<file path="config.mk">
export PLATFORM = sky130hd
export DESIGN_NAME = ts_bus_ctrl
export DESIGN_NICKNAME = d
export VERILOG_FILES = /design/src/rtl/ts_bus_pkg.sv /design/src/rtl/ts_bus_decode.sv /design/src/rtl/ts_bus_ctrl.sv
export SDC_FILE = /design/constraint.sdc
export NUM_CORES = 1
export LEC_CHECK = 0
export ABC_CLOCK_PERIOD_IN_PS = 1800
export BUFFER_PORTS_ARGS = -buffer_cell sky130_fd_sc_hd__buf_2
export CELL_PAD_IN_SITES_DETAIL_PLACEMENT = 1
export CELL_PAD_IN_SITES_GLOBAL_PLACEMENT = 2
export CORE_MARGIN = 3
export CORE_UTILIZATION = 28
export DETAILED_ROUTE_END_ITERATION = 7
export PLACE_DENSITY_LB_ADDON = 0.05
export SLEW_MARGIN = 20
export SYNTH_ARGS = -nofsm -noshare
export SYNTH_HDL_FRONTEND = slang
export SYNTH_SLANG_ARGS = --single-unit
</file>
<file path="constraint.sdc">
create_clock -name clk -period 1.8 [get_ports clk]
set_input_delay 0.09 -clock clk [delete_from_list [all_inputs] [get_ports clk]]
set_output_delay 0.09 -clock clk [all_outputs]
set_load 0.02 [all_outputs]
</file>
<file path="src/rtl/ts_bus_pkg.sv">
// Shared types and constants for the muxed slave-bus master.
// Includes the saturating error-counter increment used by ts_bus_ctrl.
package ts_bus_pkg;

    typedef enum logic [1:0] {
        IDLE = 2'd0,
        BUS  = 2'd1,
        RESP = 2'd2
    } ts_bus_state_e;

    typedef enum logic [1:0] {
        TS_OK      = 2'd0,
        TS_DECERR  = 2'd1,
        TS_TIMEOUT = 2'd2
    } ts_bus_status_e;

    localparam int ERR_CNT_W = 8;

    function automatic logic [ERR_CNT_W-1:0] err_cnt_inc(input logic [ERR_CNT_W-1:0] cnt);
        return (cnt == {ERR_CNT_W{1'b1}}) ? cnt : cnt + ERR_CNT_W'(1);
    endfunction

endpackage

</file>
<file path="src/rtl/ts_bus_decode.sv">
// Combinational slave decode: upper SEL_W address bits select a slave.
// Indices at or above N_SLV are reported unmapped with an all-zero select.
module ts_bus_decode #(
    parameter int ADDR_W = 8,
    parameter int SEL_W  = 2,
    parameter int N_SLV  = 4
) (
    input  logic [ADDR_W-1:0] i_addr,
    output logic              o_mapped,
    output logic [N_SLV-1:0]  o_sel
);

    localparam logic [SEL_W:0] N_SLV_L = (SEL_W+1)'(N_SLV);

    logic [SEL_W-1:0] w_idx;

    assign w_idx    = i_addr[ADDR_W-1 -: SEL_W];
    assign o_mapped = ({1'b0, w_idx} < N_SLV_L);

    if (ADDR_W > SEL_W) begin : g_lo
        logic w_unused_lo;
        assign w_unused_lo = ^i_addr[ADDR_W-SEL_W-1:0];
    end

    // One-hot select, forced to zero for unmapped indices
    always_comb begin
        o_sel = '0;
        for (int i = 0; i < N_SLV; i++) begin
            if (o_mapped && (w_idx == SEL_W'(i))) begin
                o_sel[i] = 1'b1;
            end else begin
                o_sel[i] = 1'b0;
            end
        end
    end

endmodule

</file>
<file path="src/rtl/ts_bus_ctrl.sv">
// Single-outstanding master for the shared addressed slave bus: decode,
// one-hot select, ack wait with timeout, and a held response with status.
module ts_bus_ctrl
    import ts_bus_pkg::*;
#(
    parameter int ADDR_W  = 8,
    parameter int DATA_W  = 8,
    parameter int SEL_W   = 2,
    parameter int N_SLV   = 4,
    parameter int TIMEOUT = 15
) (
    input  logic                    clk,
    input  logic                    rst_n,
    input  logic                    req_valid,
    output logic                    req_ready,
    input  logic                    req_write,
    input  logic [ADDR_W-1:0]       req_addr,
    input  logic [DATA_W-1:0]       req_wdata,
    output logic                    rsp_valid,
    input  logic                    rsp_ready,
    output logic [DATA_W-1:0]       rsp_rdata,
    output logic [1:0]              rsp_status,
    output logic [ADDR_W-1:0]       bus_adrs,
    output logic [N_SLV-1:0]        bus_sel,
    output logic                    bus_we,
    output logic [DATA_W-1:0]       bus_wdata,
    input  logic [N_SLV-1:0]        slv_ack,
    input  logic [N_SLV*DATA_W-1:0] slv_rdata,
    output logic [ERR_CNT_W-1:0]    err_cnt
);

    localparam int CNT_W = $clog2(TIMEOUT + 1);

    ts_bus_state_e        r_state;
    ts_bus_state_e        w_state_nxt;
    ts_bus_status_e       r_rsp_status;
    logic [CNT_W-1:0]     r_cnt;
    logic                 r_req_ready;
    logic                 r_rsp_valid;
    logic [DATA_W-1:0]    r_rsp_rdata;
    logic [ADDR_W-1:0]    r_bus_adrs;
    logic [N_SLV-1:0]     r_bus_sel;
    logic                 r_bus_we;
    logic [DATA_W-1:0]    r_bus_wdata;
    logic [ERR_CNT_W-1:0] r_err_cnt;

    logic                 w_dec_mapped;
    logic [N_SLV-1:0]     w_dec_sel;
    logic                 w_ack_hit;
    logic                 w_cnt_done;
    logic [DATA_W-1:0]    w_rd_mux;

    ts_bus_decode #(
        .ADDR_W (ADDR_W),
        .SEL_W  (SEL_W),
        .N_SLV  (N_SLV)
    ) u_decode (
        .i_addr   (req_addr),
        .o_mapped (w_dec_mapped),
        .o_sel    (w_dec_sel)
    );

    // r_bus_sel is the latched target while in BUS and zero otherwise, so it masks stray acks
    assign w_ack_hit  = |(slv_ack & r_bus_sel);
    assign w_cnt_done = (r_cnt == CNT_W'(TIMEOUT));

    // Read-data mux driven by the latched one-hot select
    always_comb begin
        w_rd_mux = '0;
        for (int i = 0; i < N_SLV; i++) begin
            w_rd_mux = w_rd_mux | (slv_rdata[i*DATA_W +: DATA_W] & {DATA_W{r_bus_sel[i]}});
        end
    end

    // Next-state logic
    always_comb begin
        w_state_nxt = r_state;
        case (r_state)
            IDLE: begin
                if (req_valid) begin
                    w_state_nxt = w_dec_mapped ? BUS : RESP;
                end else begin
                    w_state_nxt = IDLE;
                end
            end
            BUS: begin
                if (w_ack_hit || w_cnt_done) begin
                    w_state_nxt = RESP;
                end else begin
                    w_state_nxt = BUS;
                end
            end
            RESP: begin
                if (rsp_ready) begin
                    w_state_nxt = IDLE;
                end else begin
                    w_state_nxt = RESP;
                end
            end
            default: w_state_nxt = IDLE;
        endcase
    end

    // State register
    always_ff @(posedge clk or negedge rst_n) begin
        if (!rst_n) begin
            r_state <= IDLE;
        end else begin
            r_state <= w_state_nxt;
        end
    end

    // Registered bus, response and error-count outputs
    always_ff @(posedge clk or negedge rst_n) begin
        if (!rst_n) begin
            r_cnt        <= '0;
            r_req_ready  <= 1'b1;
            r_rsp_valid  <= 1'b0;
            r_rsp_rdata  <= '0;
            r_rsp_status <= TS_OK;
            r_bus_adrs   <= '0;
            r_bus_sel    <= '0;
            r_bus_we     <= 1'b0;
            r_bus_wdata  <= '0;
            r_err_cnt    <= '0;
        end else begin
            case (r_state)
                IDLE: begin
                    if (req_valid) begin
                        r_req_ready <= 1'b0;
                        r_bus_adrs  <= req_addr;
                        r_bus_wdata <= req_wdata;
                        r_cnt       <= '0;
                        if (w_dec_mapped) begin
                            r_bus_sel <= w_dec_sel;
                            r_bus_we  <= req_write;
                        end else begin
                            r_bus_sel    <= '0;
                            r_bus_we     <= 1'b0;
                            r_rsp_valid  <= 1'b1;
                            r_rsp_rdata  <= '0;
                            r_rsp_status <= TS_DECERR;
                        end
                    end
                end
                BUS: begin
                    // An ack in the final wait cycle takes precedence over the timeout
                    if (w_ack_hit) begin
                        r_rsp_valid  <= 1'b1;
                        r_rsp_rdata  <= r_bus_we ? '0 : w_rd_mux;
                        r_rsp_status <= TS_OK;
                        r_bus_sel    <= '0;
                        r_bus_we     <= 1'b0;
                    end else if (w_cnt_done) begin
                        r_rsp_valid  <= 1'b1;
                        r_rsp_rdata  <= '0;
                        r_rsp_status <= TS_TIMEOUT;
                        r_bus_sel    <= '0;
                        r_bus_we     <= 1'b0;
                    end else begin
                        r_cnt <= r_cnt + CNT_W'(1);
                    end
                end
                RESP: begin
                    if (rsp_ready) begin
                        r_rsp_valid <= 1'b0;
                        r_req_ready <= 1'b1;
                        if (r_rsp_status != TS_OK) begin
                            r_err_cnt <= err_cnt_inc(r_err_cnt);
                        end
                    end
                end
                default: begin
                    r_bus_sel   <= '0;
                    r_bus_we    <= 1'b0;
                    r_rsp_valid <= 1'b0;
                    r_req_ready <= 1'b1;
                end
            endcase
        end
    end

    assign req_ready  = r_req_ready;
    assign rsp_valid  = r_rsp_valid;
    assign rsp_rdata  = r_rsp_rdata;
    assign rsp_status = r_rsp_status;
    assign bus_adrs   = r_bus_adrs;
    assign bus_sel    = r_bus_sel;
    assign bus_we     = r_bus_we;
    assign bus_wdata  = r_bus_wdata;
    assign err_cnt    = r_err_cnt;

endmodule

</file>
==> flow_metrics.env, run 1 <==
export IMPL_hpwl_mm=4.502
export IMPL_core_area_um2=7447
export IMPL_regArea_um2=1152
export IMPL_synth_top_area_share_pct=51.25
export IMPL_p_leak_nw=1.649
export IMPL_synthAdderAreaFrac_pct=1.139
export IMPL_cts_tree="done"
export IMPL_ios=98
export IMPL_cts_setup_buffers=0
export IMPL_synth_flop_cell="dfrtp_1"
export IMPL_powerDensity_nw_per_um2=1391
export IMPL_grt_ovfl_total=0
export IMPL_setup_viol=0
export IMPL_synth_top_family_by_area="simple AND/OR/NAND/NOR gates"
export IMPL_fill_cells=897
export IMPL_startpoint_type="flip-flop"
export IMPL_ys_types=44
export IMPL_postCtsHoldBufs=15
export IMPL_period_minus_slack_ps=1607
export IMPL_drt_vias_per_instance=4.720
export IMPL_syn2layout_area_growth_pct=38.95
export IMPL_syn_inst=205
export IMPL_rsz0062_at_grt="false"
export IMPL_wirelength_mm=6.149
export IMPL_antenna_found_initial=0
export IMPL_critPathMaxFanout=10
export IMPL_synthXorXnorAreaFrac_pct=2.790
export IMPL_async_reset_ff_share_pct=100.0
export IMPL_multi_input_area_um2=959.7
export IMPL_fin_crit_sh_pct=89.29
export IMPL_fmax_mhz=622.2
export IMPL_ant_nets=0
export IMPL_clk_path_buf_depth=2
export IMPL_cp_required_ps=2010
export IMPL_critPathKind="reg -> reg"
export IMPL_first_iter_violations=57
export IMPL_core_rowCount=31
export IMPL_antenna_cells=0
export IMPL_syn_area_per_cell_um2=10.72
export IMPL_vias=1987
export IMPL_synth_edf_count=0
export IMPL_grt_max_degree=25
export IMPL_gp_congestion=0.7327
export IMPL_firstDrtPassIters=4
export IMPL_nets=380
export IMPL_netlist_area_um2=2197
export IMPL_outcome="finished, final reports clean"
export IMPL_grt_pass1_wl_mm=9.922
export IMPL_cts_num_sinks=46
export IMPL_grt_pass1_vias=2005
export IMPL_relSlewSlack_pct=62.96
export IMPL_worstMarginPinSlew_ps=555.6
export IMPL_fin_util_pct=40.99
export IMPL_synth_simple_gate_area_share_pct=20.50
export IMPL_clkLatencyLatePin_ps=300
export IMPL_synth_compound_area_share_pct=18.56
export IMPL_maxCapViolations=0
export IMPL_synth_common_cells="nand2_1 (62), dfrtp_1 (45), a22o_1 (9), o2bb2ai_1 (9)"
export IMPL_maxSlewViolCount=0
export IMPL_yosysWarnings=0
export IMPL_cts_resized=0
export IMPL_io_buffers=96
export IMPL_die_width_um=94.58
export IMPL_setup_slack_ps=192.8
export IMPL_end_kind="flip-flop"
export IMPL_cts_made_buffers=5
export IMPL_htree_levels=2
export IMPL_skew_ps=6.189
export IMPL_fp_dieH_um=94.58
export IMPL_ys_top_cells_by_area="dfrtp_1 (51%), nand2_1 (11%), a22o_1 (3.6%)"
export IMPL_synth_seq_cells=46
export IMPL_synth_seq_area_share_pct=52.45
export IMPL_initial_core_util_pct=29.50
export IMPL_clk_pin_slew_worst_paths_ps=80
export IMPL_yosysMostFrequentCell="nand2_1"
export IMPL_hp_class="in -> reg"
export IMPL_syn_num_nets=264
export IMPL_drive_gt1_share_pct=38.51
export IMPL_ir_drop_uv=548.1
export IMPL_track_usage_pct=14.09
export IMPL_cts_root_buf="clkbuf_8"
export IMPL_post_route_drc_count=0
export IMPL_yosys_area_top_type="dfrtp_1"
export IMPL_drt_wirelength_per_cell_um=14.61
export IMPL_place_ws_ps=189.1
export IMPL_dieArea_um2=8945
export IMPL_finalSetupTns_ps=0
export IMPL_finalHoldViolCount=0
export IMPL_crit_arrival_ps=1820
export IMPL_muxShareOfSynthArea_pct=0.5125
## final timing paths
path,to,depth (start not counted),slack [ps],start
setup / recovery,rsp_rdata[5],5,190,r_cnt[0]
min in group asynchronous,err_cnt[3],2,310,rst_n
setup reg to reg,rsp_rdata[5],5,190,r_cnt[0]
hold / removal,bus_sel[1],2,30,req_addr[7]
max in group asynchronous,req_ready,3,890,rst_n
hold reg to reg,bus_wdata[5],2,480,bus_wdata[5]
## power by group
group	switching [mW]	leakage [nW]	total (mW)	internal, mW
sequential	0.260	0.594	1.65	1.39
clock	0.351	0.0482	0.662	0.311
combinational	1.17	1.01	1.94	0.766
total	1.78	1.65	4.25	2.47
## sequential cells by signal, indices dropped and copies added, names as in the netlist
name,count
bus_adrs,8
bus_sel,4
bus_wdata,8
bus_we,1
err_cnt,8
r_cnt,4
r_state,2
req_ready,1
rsp_rdata,8
rsp_status,1
rsp_valid,1
## final cells by class
type / instances / share of cell area (%)
Sequential cell: 46 / 37.75
Multi-Input combinational cell: 145 / 31.43
Timing Repair Buffer: 121 / 23.52
Tap cell: 99 / 4.057
Clock buffer: 7 / 2.828
Inverter: 2 / 0.2459
Clock inverter: 1 / 0.1639
## layer usage
layer | vias up | part of all wire [%] | global-route usage [%] | wire, um
li1 | 962 | - | - | -
met1 | 954 | 47 | 19.42 | 2890
met2 | 65 | 44 | 21.87 | 2717
met3 | 6 | 7.9 | 4.143 | 486
met4 | 0 | 0.89 | 3.245 | 55
met5 | - | 0 | 0 | 0
## per-stage QoR
| step | area, um2 | cells | total power, mW | hold slack (ps) |
|---|---|---|---|---|
| after global placement | 2811 | 398 | 3.602 | 117.6 |
| final | 3053 | 421 | 4.248 | 26.96 |
| after CTS | 3053 | 421 | 4.332 | 15.03 |
| after detailed placement | 2811 | 398 | 3.626 | 117.6 |
| after global routing | 3053 | 421 | 4.587 | 28.86 |
| after floorplan | 2197 | 205 | 2.948 | -205.6 |
## critical path, stage by stage (launching register included)
cell	delay, ps
dfrtp_1	410
ha_1	250
nand3_1	170
nand3_2	160
nand2_1	360
o2bb2ai_1	170
## cell families after synthesis
family	Yosys count
compound gates	43
xor+xnor	7
fa+ha+maj	2
buf+inv	14
flops	46
mux	1
other cells	1
simple gates	91
## cells in the final DEF, fill, tap and decap left out, types with 2 or more instances in the layout
| cell | instances |
|---|---|
| and3_1 | 3 |
| nand3_1 | 5 |
| ha_1 | 2 |
| nand2_1 | 62 |
| and4_1 | 2 |
| buf_4 | 9 |
| buf_2 | 96 |
| nand2b_1 | 2 |
| dfrtp_1 | 45 |
| nor2_1 | 3 |
| o2bb2ai_1 | 9 |
| nor3_1 | 2 |
| xor2_1 | 3 |
| a22o_1 | 9 |
| clkbuf_8 | 6 |
| o21ai_0 | 3 |
| a221oi_1 | 8 |
| inv_1 | 2 |
| dlygate4sd3_1 | 15 |
| xnor2_1 | 4 |
| a21oi_1 | 2 |
| a22oi_4 | 2 |
| nand4_1 | 2 |
| o211ai_1 | 2 |
Power figures use the tool's default switching activity.
==> run 2, diff against run 1 <==
--- a/config.mk
+++ b/config.mk
@@ -12,7 +12,8 @@
 export CORE_MARGIN = 3
 export CORE_UTILIZATION = 28
 export DETAILED_ROUTE_END_ITERATION = 7
-export PLACE_DENSITY_LB_ADDON = 0.05
+export PLACE_DENSITY_LB_ADDON = 0.1
+export REMOVE_ABC_BUFFERS = 1
 export SLEW_MARGIN = 20
 export SYNTH_ARGS = -nofsm -noshare
 export SYNTH_HDL_FRONTEND = slang
==> run 2 against run 1 <==
Effect of this change:
- design area grew 0.20%
- critical path depth shrank 1
- non-clock buffer count grew 1
- core utilization grew 0.084 points
- sequential power is essentially flat
- maximum frequency grew 0.15%
- final cell count grew 0.24%
- total power shrank 0.57%
- global-route usage grew 0.48 points
==> flow_metrics.env, run 2 (synthesis gave the netlist of run 1 again) <==
export IMPL_rrSetupSlack_ps=200
export IMPL_hpwl_mm=4.742
export IMPL_r2r_end="r_cnt[3]"
export IMPL_min_to="bus_sel[1]"
export IMPL_maxSlewViolCount=0
export IMPL_cp_required_ps=2020
export IMPL_finalHoldViolCount=0
export IMPL_crit_arrival_ps=1820
export IMPL_ir_drop_uv=462.9
export IMPL_final_common_cell="buf_2"
export IMPL_p_leak_nw=1.652
export IMPL_drt_vias_per_instance=4.659
export IMPL_mostFrequentLayoutCells="buf_2 (96), nand2_1 (62), dfrtp_1 (45)"
export IMPL_clk_path_buf_depth=2
export IMPL_relSlewSlack_pct=60.89
export IMPL_ios=98
export IMPL_track_usage_pct=14.57
export IMPL_clkLatencyLatePin_ps=300
export IMPL_initial_core_util_pct=29.50
export IMPL_rsz0062_at_grt="false"
export IMPL_antenna_found_initial=0
export IMPL_end_kind="flip-flop"
export IMPL_vias=1966
export IMPL_hp_class="in -> reg"
export IMPL_ant_nets=0
export IMPL_fmax_mhz=623.1
export IMPL_grt_pass1_vias=2053
export IMPL_period_minus_slack_ps=1605
export IMPL_hold_path_depth=2
export IMPL_finalSetupTns_ps=0
export IMPL_grt_pass1_wl_mm=10.16
export IMPL_post_route_drc_count=0
export IMPL_clk_pin_slew_worst_paths_ps=80
export IMPL_drt_wirelength_per_cell_um=14.69
export IMPL_setup_viol=0
export IMPL_fp_dieH_um=94.58
export IMPL_min_from="req_addr[7]"
export IMPL_rr_startpoint="r_state[1]"
export IMPL_critPathKind="reg -> reg"
export IMPL_dieArea_um2=8945
export IMPL_cts_num_sinks=46
export IMPL_cts_setup_buffers=0
export IMPL_drive_gt1_share_pct=38.39
export IMPL_critPathMaxFanout=8
export IMPL_outcome="finished, final reports clean"
export IMPL_gp_congestion=0.6750
export IMPL_core_rowCount=31
export IMPL_cts_tree="done"
export IMPL_cts_root_buf="clkbuf_8"
export IMPL_die_width_um=94.58
export IMPL_core_area_um2=7447
export IMPL_maxCapViolations=0
export IMPL_worstMarginPinSlew_ps=586.7
export IMPL_grt_ovfl_total=0
export IMPL_fin_area_um2=3059
export IMPL_nets=381
export IMPL_grt_max_degree=25
export IMPL_cts_made_buffers=5
export IMPL_reg2reg_depth=4
export IMPL_startpoint_type="flip-flop"
export IMPL_fin_crit_sh_pct=89.16
export IMPL_syn2layout_area_growth_pct=39.24
export IMPL_antenna_cells=0
export IMPL_skew_ps=9.182
export IMPL_place_area_um2=2819
export IMPL_firstDrtPassIters=3
export IMPL_powerDensity_nw_per_um2=1381
export IMPL_htree_levels=2
export IMPL_first_iter_violations=67
export IMPL_wirelength_mm=6.201
export IMPL_io_buffers=96
-- run 2: critical path: stages (launching register included) --
cell and delay, ps:
dfrtp_1 480, and2b_1 400, nand4_4 180, or3_1 380, o211ai_1 90
-- run 2: final cells by class --
| type | count | area [um2] |
|---|---|---|
| fill | 908 | 4388 |
| sequential | 46 | 1152 |
| multi-input combinational | 145 | 959.7 |
| timing repair buffer | 122 | 725.7 |
| tap | 99 | 123.9 |
| clock buffer | 8 | 90.09 |
| inverter | 2 | 7.507 |
-- run 2: how the worst max path moves through the flow --
stage                             to  cells after the start       start  slack [ps]
after global placement      r_cnt[3]                      4  r_state[1]         250
after floorplan           bus_sel[3]                      4  r_state[1]          50
after global routing        r_cnt[3]                      4  r_state[1]          70
after detailed placement    r_cnt[3]                      4  r_state[1]         200
final                       r_cnt[3]                      4  r_state[1]         200
after CTS                   r_cnt[3]                      4  r_state[1]         180
-- run 2: report_power, final --
group          switching [mW]  total [mW]  internal (mW)
Combinational            1.17        1.93          0.767
Sequential              0.257        1.65           1.39
Clock                   0.329       0.643          0.314
-- run 2: metrics by stage --
stage	cells	setup slack, ps	util (%)	power, mW	hold slack, ps
6_report	422	195.2	41.08	4.224	55.94
5_1_grt	422	72.74	41.08	4.609	67.66
4_1_cts	422	178.2	41.08	4.333	40.40
3_5_place_dp	399	204.2	37.85	3.638	124.2
3_3_place_gp	399	246.0	37.85	3.611	125.2
2_1_floorplan	193	46.32	-	2.842	-205.6
-- run 2: metal layers --
layer	vias up	share of wire, %	global-route usage [%]	routed length (um)
met2	45	51	25.47	3191
met5	-	0	0	0
met3	6	4.6	3.108	285
li1	961	-	-	-
met4	0	1.1	3.966	67
met1	954	43	18.17	2656
-- run 2: timing repair --
action | CTS | global route
endpoints found under the setup margin | 0 | 0
endpoints found under the hold margin | 37 | 0
hold buffers | 15 | 0
resized for setup | 0 | 0
==> run 3, diff against run 2 <==
==> constraint.sdc (replaced) <==
create_clock -name clk -period 1.8 [get_ports clk]
set_input_delay 0.27 -clock clk [delete_from_list [all_inputs] [get_ports clk]]
set_output_delay 0.27 -clock clk [all_outputs]
set_load 0.02 [all_outputs]
==> run 3 against run 2 <==
Effect of this change:
- hold slack better by 100 ps
- design area shrank 4.3%
- sequential power about the same
- critical path depth unchanged
- core utilization shrank 1.8 points
- highest routed layer unchanged
==> flow_metrics.env, run 3 (synthesis gave the netlist of run 1 again) <==
export IMPL_rr_startpoint="r_state[1]"
export IMPL_antenna_cells=0
export IMPL_postCtsHoldBufs=1
export IMPL_cts_setup_buffers=0
export IMPL_stdcell_count=409
export IMPL_fmax_mhz=619.1
export IMPL_grt_ovfl_total=0
export IMPL_startpoint_type="flip-flop"
export IMPL_io_buffers=96
export IMPL_reg2reg_depth=4
export IMPL_hold_slack_ps=159.4
export IMPL_min_from="req_addr[1]"
export IMPL_htree_levels=2
export IMPL_track_usage_pct=13.81
export IMPL_min_to="bus_adrs[1]"
export IMPL_drt_vias_per_instance=4.748
export IMPL_end_kind="flip-flop"
export IMPL_maxSlewViolCount=0
export IMPL_cts_resized=0
export IMPL_antenna_found_initial=0
export IMPL_core_rowCount=31
export IMPL_ios=98
export IMPL_cts_root_buf="clkbuf_8"
export IMPL_rrSetupSlack_ps=180
export IMPL_dp_cells=400
export IMPL_finalHoldViolCount=0
export IMPL_cts_tree="done"
export IMPL_clk_pin_slew_worst_paths_ps=90
export IMPL_clk_path_buf_depth=2
export IMPL_skew_ps=11.55
export IMPL_drive_gt1_share_pct=40.32
export IMPL_nets=368
export IMPL_fin_util_pct=39.30
export IMPL_die_width_um=94.58
export IMPL_core_area_um2=7447
export IMPL_fin_crit_sh_pct=89.73
export IMPL_rsz0062_at_grt="false"
export IMPL_cp_required_ps=2010
export IMPL_clkLatencyLatePin_ps=290
export IMPL_maxCapViolations=0
export IMPL_setup_viol=0
export IMPL_drt_wirelength_per_cell_um=15.05
export IMPL_outcome="finished, final reports clean"
export IMPL_vias=1942
export IMPL_wirelength_mm=6.156
export IMPL_fp_dieH_um=94.58
export IMPL_grt_max_degree=26
export IMPL_firstDrtPassIters=4
export IMPL_grt_pass1_vias=2022
export IMPL_p_leak_nw=1.598
export IMPL_powerDensity_nw_per_um2=1441
export IMPL_fill_cells=902
export IMPL_ir_drop_uv=529.2
export IMPL_critPathKind="reg -> reg"
export IMPL_cts_made_buffers=5
export IMPL_cts_num_sinks=46
export IMPL_mostFrequentLayoutCells="buf_2 (96), nand2_1 (62), dfrtp_1 (45)"
export IMPL_hp_class="in -> reg"
export IMPL_hpwl_mm=4.904
export IMPL_grt_pass1_wl_mm=9.701
export IMPL_final_common_cell="buf_2"
export IMPL_post_route_drc_count=0
export IMPL_crit_arrival_ps=1830
export IMPL_r2r_end="r_cnt[3]"
export IMPL_period_minus_slack_ps=1615
export IMPL_dieArea_um2=8945
export IMPL_critPathMaxFanout=8
export IMPL_finalSetupTns_ps=0
export IMPL_first_iter_violations=34
export IMPL_hold_path_depth=3
export IMPL_gp_congestion=0.7131
export IMPL_ant_nets=0
export IMPL_syn2layout_area_growth_pct=33.20
export IMPL_initial_core_util_pct=29.50
export IMPL_p_total_mw=4.217
[run 3: critical path, cell delays in order (launching register included)]
cell,delay [ps]
dfrtp_1,480
and2b_1,410
nand4_4,180
or3_1,380
o211ai_1,80
[run 3: worst max path at each step]
stage                     cells after the start        from  slack, ps          to
after floorplan                               4  r_state[1]         50  bus_sel[3]
after global placement                        4  r_state[1]        250    r_cnt[3]
after detailed placement                      4  r_state[1]        200    r_cnt[3]
after CTS                                     4  r_state[1]        170    r_cnt[3]
after global routing                          4  r_state[1]        100    r_cnt[3]
final                                         4  r_state[1]        180    r_cnt[3]
[run 3: metrics by stage]
step                worst slack [ps]  cell area (um2)
CTS                            170.1             2927
floorplan                      46.32             2120
finish                         184.8             2927
global route                   103.5             2927
detailed placement             203.9             2826
global placement               246.1             2826
[run 3: cell type report]
class	count	area, um2	area share, %
well taps	99	123.9	4.233
inverters	2	7.507	0.2565
clock buffers	8	90.09	3.078
multi-input cells	145	959.7	32.79
flip-flops and latches	46	1152	39.38
repair buffers	109	593.1	20.27
[run 3: routing by layer]
layer	GRT usage (%)	share of wire, %	vias up
li1	-	-	942
met1	16.88	42	948
met2	24.70	52	47
met3	2.789	4.8	5
met4	3.606	0.73	0
met5	0	0	-
[run 3: report_power, final]
| group | leakage, nW | internal, mW | switching [mW] |
|---|---|---|---|
| clock | 0.0455 | 0.314 | 0.333 |
| sequential | 0.594 | 1.39 | 0.251 |
| combinational | 0.959 | 0.750 | 1.18 |
